===== config.mk =====
export PLATFORM = sky130hd
export DESIGN_NAME = pipe_hazard_ctrl
export DESIGN_NICKNAME = d
export VERILOG_FILES = /design/src/rtl/pipe_hazard_ctrl.sv
export SDC_FILE = /design/constraint.sdc
export NUM_CORES = 1
export LEC_CHECK = 0
export BUFFER_PORTS_ARGS = -buffer_cell sky130_fd_sc_hd__buf_2
export CAP_MARGIN = 15
export CORE_UTILIZATION = 39
export DETAILED_ROUTE_END_ITERATION = 7
export PLACE_DENSITY_LB_ADDON = 0.3
export RECOVER_POWER = 25
export SLEW_MARGIN = 20
export SYNTH_ARGS = -nofsm -noshare
export SYNTH_HDL_FRONTEND = slang
export SYNTH_SLANG_ARGS = --single-unit

===== constraint.sdc =====
create_clock -name clk -period 1.5 [get_ports clk]
set_input_delay 0.225 -clock clk [delete_from_list [all_inputs] [get_ports clk]]
set_output_delay 0.225 -clock clk [all_outputs]
set_load 0.1 [all_outputs]

===== src/rtl/pipe_hazard_ctrl.sv =====
// Stall/flush sequencer for the 5-stage pipeline: load-use interlock, mul/div EX occupancy, CP0 flush.
// Optional HAZARD_PERF_CNT_EN adds saturating stall_cycles/flush_count performance counters.
module pipe_hazard_ctrl_chk #(
  parameter int MUL_CYCLES = 4,
  parameter int DIV_CYCLES = 33
) (
  input logic clk
);
  // Flags unsupported occupancy parameters during simulation.
  always @(posedge clk) begin
    assert (MUL_CYCLES >= 2 && MUL_CYCLES <= 63) else $error("MUL_CYCLES out of range 2..63");
    assert (DIV_CYCLES >= 2 && DIV_CYCLES <= 63) else $error("DIV_CYCLES out of range 2..63");
  end
endmodule

module pipe_hazard_ctrl #(
  parameter int MUL_CYCLES = 4,
  parameter int DIV_CYCLES = 33
) (
  input  logic       clk,
  input  logic       rst_n,
  input  logic [4:0] id_rs_addr,
  input  logic [4:0] id_rt_addr,
  input  logic       id_rs_used,
  input  logic       id_rt_used,
  input  logic [4:0] ex_rd_waddr,
  input  logic       ex_rd_wena,
  input  logic       ex_is_load,
  input  logic       ex_mul_ena,
  input  logic       ex_div_ena,
  input  logic       exc_flush,
  output logic       pc_ena,
  output logic       if_id_ena,
  output logic       if_id_flush,
  output logic       id_ex_ena,
  output logic       id_ex_stall,
  output logic       ex_mem_bubble,
  output logic       md_busy,
  output logic       md_done
`ifdef HAZARD_PERF_CNT_EN
  ,
  output logic [31:0] stall_cycles,
  output logic [31:0] flush_count
`endif
);

  typedef enum logic {IDLE = 1'b0, BUSY = 1'b1} state_t;

  localparam logic [5:0] MUL_N = 6'(MUL_CYCLES);
  localparam logic [5:0] DIV_N = 6'(DIV_CYCLES);

  state_t     state_r;
  logic [5:0] cnt_r;
  logic [5:0] n_s;
  logic       md_start_s;
  logic       md_stall_s;
  logic       md_done_s;
  logic       load_use_s;
  logic       rs_hit_s;
  logic       rt_hit_s;
  logic       pc_ena_s;
  logic       if_id_ena_s;
  logic       if_id_flush_s;
  logic       id_ex_ena_s;
  logic       id_ex_stall_s;
  logic       ex_mem_bubble_s;

  pipe_hazard_ctrl_chk #(.MUL_CYCLES(MUL_CYCLES), .DIV_CYCLES(DIV_CYCLES)) u_chk (.clk(clk));

  assign n_s        = ex_mul_ena ? MUL_N : DIV_N;
  assign md_start_s = (state_r == IDLE) & (ex_mul_ena | ex_div_ena) & ~exc_flush;
  assign md_stall_s = md_start_s | ((state_r == BUSY) & (cnt_r > 6'd1));
  assign md_done_s  = (state_r == BUSY) & (cnt_r == 6'd1);
  assign rs_hit_s   = id_rs_used & (id_rs_addr == ex_rd_waddr);
  assign rt_hit_s   = id_rt_used & (id_rt_addr == ex_rd_waddr);
  assign load_use_s = ex_is_load & ex_rd_wena & (ex_rd_waddr != 5'd0) & (rs_hit_s | rt_hit_s);

  // Mul/div occupancy sequencer; an exception aborts any sequence in progress.
  always_ff @(posedge clk or negedge rst_n) begin
    if (!rst_n) begin
      state_r <= IDLE;
      cnt_r   <= 6'd0;
    end else if (exc_flush) begin
      state_r <= IDLE;
      cnt_r   <= 6'd0;
    end else begin
      case (state_r)
        IDLE: begin
          if (md_start_s) begin
            state_r <= BUSY;
            cnt_r   <= n_s - 6'd1;
          end
        end
        BUSY: begin
          cnt_r <= cnt_r - 6'd1;
          if (cnt_r == 6'd1) state_r <= IDLE;
        end
        default: begin
          state_r <= IDLE;
          cnt_r   <= 6'd0;
        end
      endcase
    end
  end

  // Pipeline control priority: flush, then mul/div hold, then load-use bubble.
  always_comb begin
    pc_ena_s        = 1'b1;
    if_id_ena_s     = 1'b1;
    if_id_flush_s   = 1'b0;
    id_ex_ena_s     = 1'b1;
    id_ex_stall_s   = 1'b0;
    ex_mem_bubble_s = 1'b0;
    if (exc_flush) begin
      if_id_flush_s   = 1'b1;
      id_ex_stall_s   = 1'b1;
      ex_mem_bubble_s = 1'b1;
    end else if (md_stall_s) begin
      pc_ena_s        = 1'b0;
      if_id_ena_s     = 1'b0;
      id_ex_ena_s     = 1'b0;
      ex_mem_bubble_s = 1'b1;
    end else if (load_use_s) begin
      pc_ena_s      = 1'b0;
      if_id_ena_s   = 1'b0;
      id_ex_stall_s = 1'b1;
    end else begin
      pc_ena_s = 1'b1;
    end
  end

  assign pc_ena        = pc_ena_s;
  assign if_id_ena     = if_id_ena_s;
  assign if_id_flush   = if_id_flush_s;
  assign id_ex_ena     = id_ex_ena_s;
  assign id_ex_stall   = id_ex_stall_s;
  assign ex_mem_bubble = ex_mem_bubble_s;
  assign md_busy       = md_stall_s;
  assign md_done       = md_done_s;

`ifdef HAZARD_PERF_CNT_EN
  logic [31:0] stall_cycles_r;
  logic [31:0] flush_count_r;

  // Saturating counters of frozen-PC cycles and exception flushes.
  always_ff @(posedge clk or negedge rst_n) begin
    if (!rst_n) begin
      stall_cycles_r <= 32'd0;
      flush_count_r  <= 32'd0;
    end else begin
      if (!pc_ena_s && (stall_cycles_r != 32'hFFFF_FFFF)) stall_cycles_r <= stall_cycles_r + 32'd1;
      if (exc_flush && (flush_count_r != 32'hFFFF_FFFF)) flush_count_r <= flush_count_r + 32'd1;
    end
  end

  assign stall_cycles = stall_cycles_r;
  assign flush_count  = flush_count_r;
`endif

endmodule


==> summary.md, run 1 <==
| Metric | Value |
|---|---|
| DR DRC count | `0` |
| Violated checks | `negative setup slack` |
| Clk buf depth | `2` |
| CP Launch Type | `flip-flop` |
| Min Hold Slack | `0.346 ns` |
| Post-Place Cells | `approximately 140` |
| Crit path kind | `reg -> out` |
| Initial DRC count | `15` |
| Total wire length | `between 1500 and 2000 µm` |
| Pwr Total | `0.000966 W` |
| Mapped Nets | `98` |
| Pre-CTS worst setup slack | `-0.422 ns` |
| Final Hold Violating Endpoints | `0` |
| Root Driver | `clkbuf_4` |
| # Max-Cap Violations | `0` |
| Max-slew violations | `0` |
| Yosys warning count | `0` |
| Slew margin rel. | `67.7%` |
| Post-DP HPWL | `1420 µm` |
| Clock latency on the worst-skew pair | `0.24 ns` |
| Net Sw Frac | `40.8%` |
| Top Ports | `32` |
| CTS Sinks | `7` |
| Total CTS buffers | `3` |
| Slew @ Worst Pin | `0.488 ns` |
| Via Count | `725` |
| Leakage | `0.517 nW` |
| Vias in the first global route | `697` |
| Final core occ | `74.0%` |
| Peak VDD IR | `roughly 740 µV` |
| NumNets Final | `152` |
| Netlist Area Pre-Place | `619 µm²` |
| Cells after synthesis | `72` |
| CP Data Required Time | `1.27 ns` |
| Initial DRT Pass Iterations | `4` |
| Htree depth | `1` |
| Min Tclk post-route | `2.08 ns` |
| Die Area | `1750 µm²` |
| Worst Path Max Fanout | `3` |
| Die width | `41.9 µm` |
| Die H | `41.9 µm` |
| CP arrival | `1.86 ns` |
| Antenna violations before repair | `0` |
| Flops & latches, synth | `7` |
| Sw Pwr | `0.000394 W` |
| Final ANT Viol Nets | `0` |
| Core footprint | `1490 µm²` |
| Grt ovf | `0` |
| Final GP Congestion | `0.780` |
| Starting density of the core | `approximately two fifths` |
| Final worst slack | `-0.584 ns` |
| Wire per inst | `12.2 µm` |
| First-pass GRT wire length | `roughly 3000 µm` |
| Sequential share of power | `23.0%` |
| IO Port Bufs | `31` |
| Post-synth cell types | `30` |
| Syn Area/Cell | `between 8 and 9 µm²` |
| PwrDens | `about 900 nW/µm²` |
| Largest net degree at the start of global routing | `14` |
| Final Cycle Share | `139%` |
| Fmax | `between 400 and 500 MHz` |
| TritonCTS clock tree | `done` |
| P&R area growth vs syn | `78.0%` |
| Int Power | `around 0.00057 W` |
| Combinational power share | `59.8%` |
| N_diodes | `0` |
| Share of layout cells above drive strength 1 | `52.0%` |
| Vias per cell | `just over 5` |
| Seq/Total Area, Yosys | `28.3%` |
| Row Count | `14` |
| Clock slew at reported path FFs | `roughly 0.05 ns` |
| Worst Setup End Kind | `output port` |
| Clock skew | `0.00322 ns` |
| Final setup viols | `7` |
| Status | `finished with violations` |
| RSZ-0062 raised after global routing | `yes` |
| Hold crit path type | `in -> reg` |
| Filler cells | `around 110` |
| Gr usage total | `21.7%` |
| Non-Filler Instances | `141` |
| Clock power share | `17.2%` |
stage by stage:
stage	setup TNS (ns)	cell area [µm²]
finish	-3.44	1100
global route	-4.01	1100
CTS	-3.54	1090
detailed placement	-1.83	1030
global placement	-1.70	1030
floorplan	-5.19	649
cell type report:
| class | count | area, µm² | share of cell area (%) |
|---|---|---|---|
| multi-input cells | 58 | 448 | 40.6 |
| repair buffers | 53 | 422 | 38.3 |
| flip-flops and latches | 7 | 175 | 15.9 |
| clock buffers | 4 | 26.3 | 2.38 |
| well taps | 16 | 20.0 | 1.82 |
| inverters | 3 | 11.3 | 1.02 |
cells by family (layout without fill, tap and decap cells):
logic type	after synthesis	in the layout	share of synthesized area, %
flops	7	7	28.3
xor+xnor	10	10	14.1
simple gates	29	29	26.7
buf+inv	7	60	5.45
fa+ha+maj	2	2	4.04
compound gates	17	17	21.4
critical path: stages, from the launching register on:
cell	delay (ns)
dfrtp_1	0.37
or4_4	0.55
o22ai_4	0.12
or2_4	0.14
a21boi_4	0.23
buf_12	0.20
layout by cell type, fill, tap and decap left out, drive strengths merged, types with 2 or more instances in the layout:
master and n:
a21oi 3, a221oi 2, a311oi 3, buf 51, clkbuf 5, dfrtp 7
ha 2, inv 3, nand2 6, nand2b 4, nand4 2, nor2 6
o21ai 2, o22ai 2, or3 3, or4 2, xnor2 10
metal layers:
metal / global-route usage (%) / routed length [µm] / vias up
met5: 0 / 0 / -
met4: 3.87 / 14 / 0
met1: 28.3 / 710 / 326
met2: 37.5 / 881 / 30
met3: 3.91 / 117 / 2
li1: - / - / 367
cell usage after synthesis:
library cell | count | share of area [%]
or2_1 | 1 | 1.0
or3_1 | 3 | 3.0
ha_1 | 2 | 4.0
nand4_1 | 2 | 2.0
or2b_1 | 1 | 1.2
buf_4 | 2 | 2.4
nor3b_1 | 1 | 1.2
dfrtp_1 | 7 | 28
a31o_2 | 1 | 1.4
a21oi_1 | 3 | 2.4
a31oi_1 | 1 | 1.0
nand2b_1 | 4 | 4.0
o22ai_2 | 1 | 2.0
or4_1 | 1 | 1.2
o21ai_0 | 2 | 1.6
nor4_1 | 1 | 1.0
o22ai_1 | 1 | 1.0
a21boi_2 | 1 | 1.8
nor2_1 | 6 | 3.6
nand2_1 | 6 | 3.6
clkbuf_1 | 2 | 1.2
a221oi_1 | 2 | 2.8
o21ba_2 | 1 | 1.6
xnor2_1 | 10 | 14
nor3_1 | 1 | 0.81
o31a_1 | 1 | 1.4
a311oi_1 | 3 | 4.2
or4_4 | 1 | 1.8
and4bb_2 | 1 | 2.0
inv_1 | 3 | 1.8
registers in the layout, indices dropped and copies added (netlist names):
signal and cells:
cnt_r 6, state_r 1
path summary, 6_finish.rpt:
kind / from / endpoint / slack [ns] / depth (start not counted)
min in group asynchronous: rst_n / cnt_r[2] / 0.41 / 2
setup reg to reg: cnt_r[5] / state_r / 0 / 4
max in group asynchronous: rst_n / cnt_r[0] / 0.81 / 2
hold reg to reg: cnt_r[4] / cnt_r[4] / 0.58 / 2
hold / removal: exc_flush / cnt_r[2] / 0.35 / 3
setup / recovery: cnt_r[5] / if_id_ena / -0.58 / 5
power groups by stage:
stage	registers (W)	clock network [W]	logic, W
floorplan	0.000232	0	0.000334
global placement	0.000224	0	0.000535
detailed placement	0.000225	0	0.000547
CTS	0.000222	0.000171	0.000566
global route	0.000225	0.000189	0.000611
finish	0.000222	0.000166	0.000578
what timing repair did:
action                                 4_1_cts  5_1_grt
setup endpoints to repair                    8       12
pin swaps                                    0        2
buffers inserted                             1        0
hold buffers                                 1        0
resized for setup                            4        4
endpoints found under the hold margin        7        0
No activity file was read; power rests on OpenSTA's default activity.
==> run 2, diff against run 1 <==
--- a/config.mk
+++ b/config.mk
@@ -9,7 +9,7 @@
 export CAP_MARGIN = 15
 export CORE_UTILIZATION = 39
 export DETAILED_ROUTE_END_ITERATION = 7
-export PLACE_DENSITY_LB_ADDON = 0.3
+export PLACE_DENSITY = 0.79
 export RECOVER_POWER = 25
 export SLEW_MARGIN = 20
 export SYNTH_ARGS = -nofsm -noshare
==> run 2 against run 1 <==
Compared with the run above:
- the run still ends with negative setup slack left
- sequential share of layout area decreased by 0.91 points
- hold slack better by 0.013 ns
- global-route usage rose by 4.5 points
- clock-buffer cell count stayed put
- register-to-register slack worse by 0.19 ns
- wire length increased by 36%
- cell count is 3.5% higher
- setup slack got worse by 0.068 ns
- critical path depth did not move
- clock skew is essentially flat
- combinational power rose by 13%
- critical path type unchanged
- largest cell class unchanged
- highest routed layer unchanged
==> summary.md, run 2 (synthesized netlist as in run 1, its figures left out) <==
| Metric | Value |
|---|---|
| Starting density of the core | `41.6% (unchanged)` |
| Violated checks | `negative setup slack (unchanged)` |
| Peak VDD IR | `667 µV (was 744 µV)` |
| Grt ovf | `0 (unchanged)` |
| Total CTS buffers | `3 (unchanged)` |
| Slew margin rel. | `68.1% (was 67.7%)` |
| Combinational power share | `61.6% (was 59.8%)` |
| Gr usage total | `26.1% (was 21.7%)` |
| Largest net degree at the start of global routing | `13 (was 14)` |
| PwrDens | `897 nW/µm² (was 876 nW/µm²)` |
| Row Count | `14 (unchanged)` |
| Status | `finished with violations (unchanged)` |
| TritonCTS clock tree | `done (unchanged)` |
| Hold path startpoint | `ex_mul_ena (was exc_flush)` |
| Antenna violations before repair | `0 (unchanged)` |
| Net Sw Frac | `42.4% (was 40.8%)` |
| Worst Path Max Fanout | `2 (was 3)` |
| Wire per inst | `16.1 µm (was 12.2 µm)` |
| Die H | `41.9 µm (unchanged)` |
| Int Power | `0.000608 W (was 0.000572 W)` |
| IO Port Bufs | `31 (unchanged)` |
| Via Count | `812 (was 725)` |
| Crit path kind | `reg -> out (unchanged)` |
| Clock power share | `16.8% (was 17.2%)` |
| Worst Setup End Kind | `output port (unchanged)` |
| Clock skew | `0.00292 ns (was 0.00322 ns)` |
| Hold crit path type | `in -> reg (unchanged)` |
| Slew @ Worst Pin | `0.482 ns (was 0.488 ns)` |
| Post-DP HPWL | `1560 µm (was 1420 µm)` |
| Min Tclk post-route | `2.15 ns (was 2.08 ns)` |
| Initial DRT Pass Iterations | `4 (unchanged)` |
| Reg with most FFs | `cnt_r (unchanged)` |
| Clock latency on the worst-skew pair | `0.25 ns (was 0.24 ns)` |
| CP Launch Type | `flip-flop (unchanged)` |
| Final Hold Violating Endpoints | `0 (unchanged)` |
| Final GP Congestion | `0.763 (was 0.780)` |
| CP startpoint | `cnt_r[5] (unchanged)` |
| Pre-CTS worst setup slack | `-0.439 ns (was -0.422 ns)` |
| Most frequent cells in the layout | `buf_2 (23), buf_4 (22), xnor2_1 (10) (was buf_2 (23), buf_4 (20), xnor2_1 (10), dfrtp_1 (7))` |
| P&R area growth vs syn | `90.1% (was 78.0%)` |
| Final setup viols | `9 (was 7)` |
| Pwr Total | `0.00106 W (was 0.000966 W)` |
| Core footprint | `1490 µm² (unchanged)` |
| Max-slew violations | `0 (unchanged)` |
| Clk buf depth | `2 (unchanged)` |
| Total wire length | `2350 µm (was 1720 µm)` |
| # Max-Cap Violations | `0 (unchanged)` |
| CP arrival | `1.93 ns (was 1.86 ns)` |
| Final Instance Area | `1180 µm² (was 1100 µm²)` |
| RSZ-0062 raised after global routing | `yes (unchanged)` |
| Top Registers | `cnt_r: 6 flops, state_r: 1 flops (unchanged)` |
| Htree depth | `1 (unchanged)` |
| Sequential share of power | `21.6% (was 23.0%)` |
| Clock slew at reported path FFs | `0.05 ns (about the same)` |
| Vias in the first global route | `894 (was 697)` |
| Final Cycle Share | `143% (was 139%)` |
| NumNets Final | `157 (was 152)` |
| CTS Sinks | `7 (unchanged)` |
| First-pass GRT wire length | `3550 µm (was 2990 µm)` |
| DR DRC count | `0 (unchanged)` |
| Post-Place Cells | `134 (was 135)` |
| Reg2reg start | `cnt_r[5] (unchanged)` |
| Final worst slack | `-0.652 ns (was -0.584 ns)` |
| Fmax | `465 MHz (was 480 MHz)` |
| Sw Pwr | `0.000448 W (was 0.000394 W)` |
| DP Area | `1020 µm² (was 1030 µm²)` |
| Root Driver | `clkbuf_4 (unchanged)` |
| Initial DRC count | `7 (was 15)` |
| Commonest non-fill, non-tap cell in the layout | `buf_2 (unchanged)` |
| Die Area | `1750 µm² (unchanged)` |
| Share of layout cells above drive strength 1 | `58.5% (was 52.0%)` |
| Max reg flops | `6 (unchanged)` |
| Final ANT Viol Nets | `0 (unchanged)` |
| Top Ports | `32 (unchanged)` |
| Vias per cell | `5.56 (was 5.14)` |
| Filler cells | `97 (was 114)` |
| N_diodes | `0 (unchanged)` |
| Leakage | `0.543 nW (was 0.517 nW)` |
| Setup total negative slack | `-4.34 ns (was -3.44 ns)` |
| CP Data Required Time | `1.27 ns (about the same)` |
| Non-Filler Instances | `146 (was 141)` |
| Die width | `41.9 µm (unchanged)` |
[run 2: cell types whose count changed in the layout (fill, tap and decap cells not counted)]
cell / before / now
buf_6: 2 / 5
ha_1: 2 / 0
a311oi_2: 0 / 3
dfrtp_2: 0 / 1
a311oi_1: 3 / 0
nor4_1: 0 / 1
buf_4: 20 / 22
dfrtp_1: 7 / 6
ha_2: 0 / 2
nor2_1: 6 / 5
nor2_4: 0 / 1
nor4_2: 1 / 0
[run 2: stage by stage]
stage,util [%],hold WS [ns]
global placement,68.7,0.0651
detailed placement,68.7,0.0689
CTS,75.8,0.332
finish,79.1,0.358
global route,79.1,0.356
floorplan,-,-0.0706
[run 2: what timing repair did]
| action | CTS | global route |
|---|---|---|
| gates cloned | 0 | 0 |
| gates resized for setup | 11 | 7 |
| setup endpoints to repair | 9 | 12 |
| endpoints found under the hold margin | 7 | 0 |
| hold buffers | 1 | 0 |
| buffers inserted | 5 | 4 |
| pin swaps | 5 | 5 |
[run 2: metal layers]
metal	share of wire (%)	up-vias	track usage, %
met1	34	375	26.4
met3	5.7	12	6.09
li1	-	378	-
met5	0	-	0
met4	4.0	0	13.5
met2	56	47	48.8
[run 2: path summary, 6_finish.rpt]
path | to | slack [ns] | depth (start not counted)
max | pc_ena | -0.65 | 5
min | cnt_r[5] | 0.36 | 4
max reg2reg | state_r | -0.19 | 7
min reg2reg | cnt_r[4] | 0.64 | 2
max in group asynchronous | state_r | 0.78 | 2
min in group asynchronous | cnt_r[3] | 0.41 | 2
[run 2: layout make-up]
type / instances / area (µm²) / area share (%)
well taps: 16 / 20.0 / 1.70
multi-input cells: 58 / 473 / 40.2
flip-flops and latches: 7 / 176 / 15.0
repair buffers: 58 / 470 / 40.0
inverters: 3 / 11.3 / 0.956
clock buffers: 4 / 26.3 / 2.23
[run 2: power by group through the flow]
stage	clock, W	sequential (W)	combinational [W]
finish	0.000178	0.000228	0.000651
global route	0.000197	0.000229	0.000681
CTS	0.000181	0.000225	0.000603
detailed placement	0	0.000227	0.000544
global placement	0	0.000224	0.000527
floorplan	0	0.000232	0.000334
[run 2: worst max-delay path, stage by stage (launching register included)]
cell and delay (ns):
dfrtp_1 0.38, or4_4 0.57, o22ai_4 0.14, or2_4 0.15, a21boi_4 0.23, buf_12 0.20
